`src/rtl/dijkstra_pkg.sv`:
```
// Shared types and default sizing for the Dijkstra datapath: graph size,
// RAM geometry, the INF distance encoding and the scan FSM state type.
package dijkstra_pkg;

    localparam int N_NODES = 32;
    localparam int ADDR_W  = 5;
    localparam int DIST_W  = 8;
    localparam int RD_LAT  = 2;

    // All-ones distance marks an unreachable node.
    localparam logic [DIST_W-1:0] INF = '1;

    typedef enum logic [1:0] {
        IDLE,
        SCAN,
        DRAIN,
        DONE
    } state_t;

endpackage : dijkstra_pkg

```
`src/rtl/rd_lat_pipe.sv`:
```
// DEPTH-stage {valid, index} delay line that tags synchronous-RAM read data
// with the address that produced it. Reusable by any RAM consumer.
module rd_lat_pipe
    import dijkstra_pkg::*;
#(
    parameter int IDX_W = ADDR_W,
    parameter int DEPTH = RD_LAT
) (
    input  logic             clk,
    input  logic             rst,
    input  logic             i_valid,
    input  logic [IDX_W-1:0] i_idx,
    output logic             o_valid,
    output logic [IDX_W-1:0] o_idx
);

    logic [DEPTH-1:0] r_valid;
    logic [IDX_W-1:0] r_idx [DEPTH];

    // NOTE: sequential state uses non-blocking assignments so every stage
    // samples its predecessor's pre-edge value and the chain shifts by one.
    always_ff @(posedge clk) begin
        if (rst) begin
            r_valid <= '0;
        end else begin
            r_valid[0] <= i_valid;
            for (int i = 1; i < DEPTH; i++) begin
                r_valid[i] <= r_valid[i-1];
            end
        end
    end

    // NOTE: only the valid bits are reset; an index is never looked at while
    // its valid is low, so the index storage stays reset-free.
    always_ff @(posedge clk) begin
        r_idx[0] <= i_idx;
        for (int i = 1; i < DEPTH; i++) begin
            r_idx[i] <= r_idx[i-1];
        end
    end

    assign o_valid = r_valid[DEPTH-1];
    assign o_idx   = r_idx[DEPTH-1];

endmodule : rd_lat_pipe

```
`src/rtl/min_dist_finder.sv`:
```
// Scans the distance RAM for the unvisited node with the smallest finite
// distance. Define MIN_FINDER_CAND_CNT_EN to add the o_cand_cnt output.
module min_dist_finder
    import dijkstra_pkg::*;
#(
    parameter int N_NODES = dijkstra_pkg::N_NODES,
    parameter int ADDR_W  = dijkstra_pkg::ADDR_W,
    parameter int DIST_W  = dijkstra_pkg::DIST_W,
    parameter int RD_LAT  = dijkstra_pkg::RD_LAT
) (
    input  logic               clk,
    input  logic               rst,
    input  logic               i_start,
    input  logic [N_NODES-1:0] i_visited,
    output logic [ADDR_W-1:0]  o_rd_addr,
    input  logic [DIST_W-1:0]  i_rd_data,
    output logic               o_busy,
    output logic               o_done,
    output logic               o_found,
    output logic [ADDR_W-1:0]  o_min_node,
    output logic [DIST_W-1:0]  o_min_dist
`ifdef MIN_FINDER_CAND_CNT_EN
    ,
    output logic [ADDR_W:0]    o_cand_cnt
`endif
);

    localparam logic [DIST_W-1:0] L_INF  = '1;
    localparam logic [ADDR_W-1:0] L_LAST = ADDR_W'(N_NODES - 1);

    state_t              r_state;
    state_t              w_state_nxt;
    logic [N_NODES-1:0]  r_vis;
    logic [ADDR_W-1:0]   r_addr;

    logic                r_best_ok;
    logic [ADDR_W-1:0]   r_best_node;
    logic [DIST_W-1:0]   r_best_dist;
    logic                w_best_ok_nxt;
    logic [ADDR_W-1:0]   w_best_node_nxt;
    logic [DIST_W-1:0]   w_best_dist_nxt;

    logic                r_found;
    logic [ADDR_W-1:0]   r_min_node;
    logic [DIST_W-1:0]   r_min_dist;

    logic                w_accept;
    logic                w_issue;
    logic                w_pipe_valid;
    logic [ADDR_W-1:0]   w_pipe_idx;
    logic                w_qualify;
    logic                w_take;
    logic                w_finish;

    assign w_accept = (r_state == IDLE) && i_start;
    assign w_issue  = (r_state == SCAN);

    rd_lat_pipe #(
        .IDX_W (ADDR_W),
        .DEPTH (RD_LAT)
    ) u_rd_lat_pipe (
        .clk     (clk),
        .rst     (rst),
        .i_valid (w_issue),
        .i_idx   (r_addr),
        .o_valid (w_pipe_valid),
        .o_idx   (w_pipe_idx)
    );

    // Strict less-than keeps the earliest index on ties.
    assign w_qualify = w_pipe_valid && !r_vis[w_pipe_idx] && (i_rd_data != L_INF);
    assign w_take    = w_qualify && (!r_best_ok || (i_rd_data < r_best_dist));

    // NOTE: every always_comb output gets a default before any branch, so no
    // path leaves a signal unassigned and no latch is inferred.
    always_comb begin
        w_best_ok_nxt   = r_best_ok;
        w_best_node_nxt = r_best_node;
        w_best_dist_nxt = r_best_dist;
        if (w_take) begin
            w_best_ok_nxt   = 1'b1;
            w_best_node_nxt = w_pipe_idx;
            w_best_dist_nxt = i_rd_data;
        end
    end

    always_comb begin
        w_state_nxt = r_state;
        unique case (r_state)
            IDLE:    if (i_start) w_state_nxt = SCAN;
            SCAN:    if (r_addr == L_LAST) w_state_nxt = DRAIN;
            DRAIN:   if (w_pipe_valid && (w_pipe_idx == L_LAST)) w_state_nxt = DONE;
            DONE:    w_state_nxt = IDLE;
            default: w_state_nxt = IDLE;
        endcase
    end

    // The last compare and the result load share one edge.
    assign w_finish = (r_state == DRAIN) && (w_state_nxt == DONE);

    always_ff @(posedge clk) begin
        if (rst) begin
            r_state <= IDLE;
        end else begin
            r_state <= w_state_nxt;
        end
    end

    always_ff @(posedge clk) begin
        if (rst) begin
            r_vis  <= '0;
            r_addr <= '0;
        end else if (w_accept) begin
            r_vis  <= i_visited;
            r_addr <= '0;
        end else if (w_issue && (r_addr != L_LAST)) begin
            r_addr <= r_addr + 1'b1;
        end
    end

    always_ff @(posedge clk) begin
        if (rst || w_accept) begin
            r_best_ok   <= 1'b0;
            r_best_node <= '0;
            r_best_dist <= L_INF;
        end else begin
            r_best_ok   <= w_best_ok_nxt;
            r_best_node <= w_best_node_nxt;
            r_best_dist <= w_best_dist_nxt;
        end
    end

    always_ff @(posedge clk) begin
        if (rst) begin
            r_found    <= 1'b0;
            r_min_node <= '0;
            r_min_dist <= L_INF;
        end else if (w_finish) begin
            r_found    <= w_best_ok_nxt;
            r_min_node <= w_best_node_nxt;
            r_min_dist <= w_best_dist_nxt;
        end
    end

`ifdef MIN_FINDER_CAND_CNT_EN
    logic [ADDR_W:0] r_cand_cnt;

    always_ff @(posedge clk) begin
        if (rst || w_accept) begin
            r_cand_cnt <= '0;
        end else if (w_qualify) begin
            r_cand_cnt <= r_cand_cnt + 1'b1;
        end
    end

    assign o_cand_cnt = r_cand_cnt;
`endif

    assign o_rd_addr  = r_addr;
    assign o_busy     = (r_state != IDLE);
    assign o_done     = (r_state == DONE);
    assign o_found    = r_found;
    assign o_min_node = r_min_node;
    assign o_min_dist = r_min_dist;

endmodule : min_dist_finder

```
`config.mk`:
```
export PLATFORM = sky130hd
export DESIGN_NAME = min_dist_finder
export DESIGN_NICKNAME = d
export VERILOG_FILES = /design/src/rtl/dijkstra_pkg.sv /design/src/rtl/rd_lat_pipe.sv /design/src/rtl/min_dist_finder.sv
export SDC_FILE = /design/constraint.sdc
export NUM_CORES = 1
export LEC_CHECK = 0
export CORE_AREA = 2 2 91 93
export DETAILED_ROUTE_END_ITERATION = 12
export DIE_AREA = 0 0 93 95
export HOLD_SLACK_MARGIN = 0.06
export PLACE_DENSITY = 0.74
export SYNTH_ARGS = -nofsm -noshare
export SYNTH_HDL_FRONTEND = slang
export SYNTH_SLANG_ARGS = --single-unit
```
`constraint.sdc`:
```
create_clock -name clk -period 2.08 [get_ports clk]
set_clock_uncertainty 0.2 [all_clocks]
set_input_delay 0.208 -clock clk [delete_from_list [all_inputs] [get_ports clk]]
set_output_delay 0.208 -clock clk [all_outputs]
set_load 0.03 [all_outputs]
```
==> flow_summary.json <==
{
  "status": "finished with violations",
  "violations": "negative setup slack",
  "holdCritStartpoint": "u_rd_lat_pipe.r_idx[0][3]$_DFF_P_",
  "core_sq_um": 7930,
  "yosys.cell_count.top_type": "dfxtp_1",
  "numCtsBuffers": 9,
  "track_usage_pct": 20.8,
  "antenna_cells": 0,
  "synth.net_count": 452,
  "vias_per_cell": 5.28,
  "cts_tree": "yes",
  "total_power_mw": 3.12,
  "grt_pass1_wl_um": 14800,
  "clockBufferDepth": 2,
  "synth_top_cell_area_share_pct": 45.4,
  "cp_cell_sequence": "buf_12, mux2i_1, a22oi_2, a21oi_2, buf_4, o41a_4, buf_4, nand2_8, a211oi_2",
  "rsz0062_at_grt": "true",
  "num_io_pins": 64,
  "worst_slack_ns": -0.250,
  "synthCells": 400,
  "clk_latency_ns": 0.35,
  "numClockSinks": 79,
  "synth.area.top_cells": "dfxtp_1 (45%), nand2_1 (7.4%), a21oi_1 (6.2%)",
  "p_per_area_nw_per_um2": 641,
  "grt_pass1_vias": 3213,
  "drc": 0,
  "synthArstFlopShare_pct": 0,
  "vdd_drop_max_v": 0.000403,
  "timing.slew.headroom_pct": 49.6,
  "p_sw_uw": 804,
  "hold_viol_final": 0,
  "hold_depth": 0,
  "maxSlewViolCount": 0,
  "arrival_ns": 2.36,
  "die_area_sq_um": 8840,
  "sw_frac_of_total_pct": 25.7,
  "p_seq_share_pct": 51.1,
  "clkTransAtPathRegs_ns": 0.08,
  "slowest_stage": "o41a_4",
  "dr.first_iter.drc_count": 214,
  "cap_violations": 0,
  "root_buffer": "clkbuf_8",
  "critPathTopFamily": "compound AO/OA/AOI/OAI gates",
  "start_kind": "register",
  "power_leakage_nw": 1.84,
  "gp_congestion": 0.823,
  "cp.buffers_inverters": 3,
  "postCtsHoldBufs": 0,
  "power.internal_mw": 2.32,
  "die_x_um": 93,
  "cpMostUsedCell": "buf_4",
  "initial_core_util_pct": 43.9,
  "ys_types": 40,
  "synth_flop_cell": "dfxtp_1",
  "ys_warn_count": 0,
  "avgSynthCellArea_sq_um": 8.71,
  "pwr-share-comb_pct": 12.4,
  "detail-route-antenna-nets": 0,
  "netlist_area_sq_um": 3480,
  "vias": 3233,
  "yosysSeqAreaShare_pct": 45.4,
  "reg2regPathDepth": 9,
  "dr.pass1.iters": 4,
  "grt_max_degree": 43,
  "fmax_ghz": 0.429,
  "crit_type": "register to register",
  "rows": 33,
  "reg2reg_from": "u_rd_lat_pipe.r_idx[0][6]$_DFF_P_",
  "min_period_ns": 2.33,
  "fp.dieH_um": 95,
  "place_inst": 582,
  "grt-ovfl-total": 0,
  "drive_gt1_share_pct": 22.3,
  "worstPathRequired_ns": 2.11,
  "cp-end-kind": "register",
  "final_core_util_pct": 61.5,
  "area_delta_synth_final_pct": 39.9,
  "setup_violations": 28,
  "hpwl_um": 6170,
  "min_to": "u_rd_lat_pipe.r_idx[0][8]$_DFF_P_",
  "r2r_slack_ns": -0.25,
  "synth_edf_count": 0,
  "synth-seq-cells": 79,
  "wirelength_um": 9130,
  "nets": 554,
  "synth_commonest_cells": "dfxtp_1 (79), nand2_1 (69), a21oi_1 (43), nor3_1 (25), nor2_1 (24)",
  "clock_power_share_pct": 36.5,
  "portBuffers": 63,
  "synth_top_area_cell": "dfxtp_1",
  "critPathMaxFanout": 15,
  "htreeDepth": 3,
  "max_slew.worst_pin.slew_ns": 0.756,
  "period_share_pct": 112,
  "antenna_found_initial": 0,
  "slowest_delay_ns": 0.52,
  "r2r_end": "o_min_dist[0]$_SDFFE_PP1P_",
  "fill_cells": 697,
  "wl_per_cell_um": 14.9,
  "final_cells": 612,
  "min_path_type": "register to register"
}
==> power groups by stage <==
| stage | Clock, mW | Combinational (mW) | Sequential, mW |
|---|---|---|---|
| global placement | 0 | 0.343 | 1.63 |
| finish | 1.14 | 0.386 | 1.60 |
| detailed placement | 0 | 0.352 | 1.63 |
| CTS | 1.15 | 0.375 | 1.60 |
| global route | 1.22 | 0.419 | 1.60 |
| floorplan | 0 | 0.187 | 1.62 |
==> layout by cell type (no fill, tap or decap), drive strengths merged <==
| master | netlist | routed |
|---|---|---|
| and3 | 2 | 2 |
| a22oi | 8 | 8 |
| xor2 | 2 | 2 |
| dlymetal6s2s | 0 | 1 |
| o41ai | 1 | 2 |
| o21a | 1 | 1 |
| clkbuf | 18 | 10 |
| clkinvlp | 0 | 1 |
| a21o | 1 | 1 |
| o41a | 1 | 1 |
| dfxtp | 79 | 79 |
| nor4 | 1 | 1 |
| a2111oi | 1 | 1 |
| ha | 9 | 9 |
| or3 | 8 | 8 |
| nand3 | 21 | 21 |
| nor3 | 25 | 25 |
| clkdlybuf4s50 | 0 | 61 |
| clkinv | 0 | 2 |
| a211o | 1 | 1 |
| mux2i | 18 | 18 |
| nand2b | 6 | 6 |
| bufinv | 0 | 1 |
| nand3b | 1 | 1 |
| o21ai | 14 | 14 |
| nand4 | 3 | 3 |
| o2111ai | 1 | 1 |
| xnor2 | 1 | 1 |
| inv | 8 | 10 |
| a211oi | 15 | 15 |
| and2b | 1 | 1 |
| or4 | 1 | 1 |
| nor2b | 3 | 3 |
| nor2 | 24 | 24 |
| nand2 | 70 | 71 |
| buf | 9 | 54 |
| and2 | 3 | 3 |
| a21oi | 43 | 43 |
==> worst max path at each step <==
stage                                                  from                         end  depth (start not counted)
after CTS                 u_rd_lat_pipe.r_idx[0][6]$_DFF_P_   r_best_node[1]$_SDFF_PP0_                          9
after floorplan           u_rd_lat_pipe.r_idx[0][6]$_DFF_P_  o_min_node[0]$_SDFFE_PP0P_                          9
final                     u_rd_lat_pipe.r_idx[0][6]$_DFF_P_  o_min_dist[0]$_SDFFE_PP1P_                          9
after detailed placement  u_rd_lat_pipe.r_idx[0][6]$_DFF_P_   r_best_node[1]$_SDFF_PP0_                          7
after global placement    u_rd_lat_pipe.r_idx[0][6]$_DFF_P_   r_best_node[1]$_SDFF_PP0_                          7
after global routing      u_rd_lat_pipe.r_idx[0][6]$_DFF_P_   r_best_node[0]$_SDFF_PP0_                          9
==> sequential cells by signal, summed over array words and instances (netlist names) <==
name                   cells
r_vis                     32
u_rd_lat_pipe.r_idx       10
o_min_dist                 8
r_best_dist                8
o_min_node                 5
o_rd_addr                  5
r_best_node                5
r_state                    2
u_rd_lat_pipe.r_valid      2
o_found                    1
r_best_ok                  1
==> area by class of cell <==
cell class / instances / area [sq um] / share of cell area (%)
Multi-Input combinational cell: 288 / 1870 / 38.4
Sequential cell: 79 / 1590 / 32.6
Timing Repair Buffer: 116 / 1060 / 21.7
Tap cell: 105 / 131 / 2.70
Clock buffer: 10 / 128 / 2.62
Clock inverter: 6 / 68.8 / 1.41
Inverter: 8 / 30.0 / 0.616
==> cell families after synthesis <==
group,share of synthesized area [%]
mux,5.17
compound gates,17.5
flops,45.4
xor+xnor,0.754
buf+inv,5.50
simple gates,22.5
fa+ha+maj,3.23
==> worst register-to-register path, delay by kind of cell, from the launching register on <==
kind                   cells  cell delay (ns)
AOI/OAI and AO/OA          4             0.96
and+or+nand+nor            1             0.10
buffers and inverters      3             0.47
muxes                      1             0.16
DFF                        1             0.33
==> through the flow <==
step                instance area [sq um]  worst slack (ns)  setup TNS (ns)  hold WS, ns
finish                               4870            -0.250           -5.51        0.131
global route                         4870            -0.299           -6.93        0.137
CTS                                  4810            -0.205           -4.01        0.133
detailed placement                   4440            -0.642          -14.31        0.115
global placement                     4440            -0.553          -12.35        0.111
floorplan                            3530          -0.00293         -0.0117        0.110
==> layer usage <==
layer / part of all wire (%) / routed length (um) / track usage [%]
met4: 1.4 / 131 / 6.50
met1: 44 / 4010 / 26.7
met3: 5.6 / 512 / 4.23
met2: 49 / 4480 / 35.4
met5: 0 / 0 / 0
==> timing repair <==
item / 4_1_cts / 5_1_grt
setup endpoints to repair: 28 / 29
setup buffers: 10 / 2
pin swaps: 8 / 0
gates resized for setup: 15 / 10
cloned: 1 / 1
(Power assumes the default switching activity.)
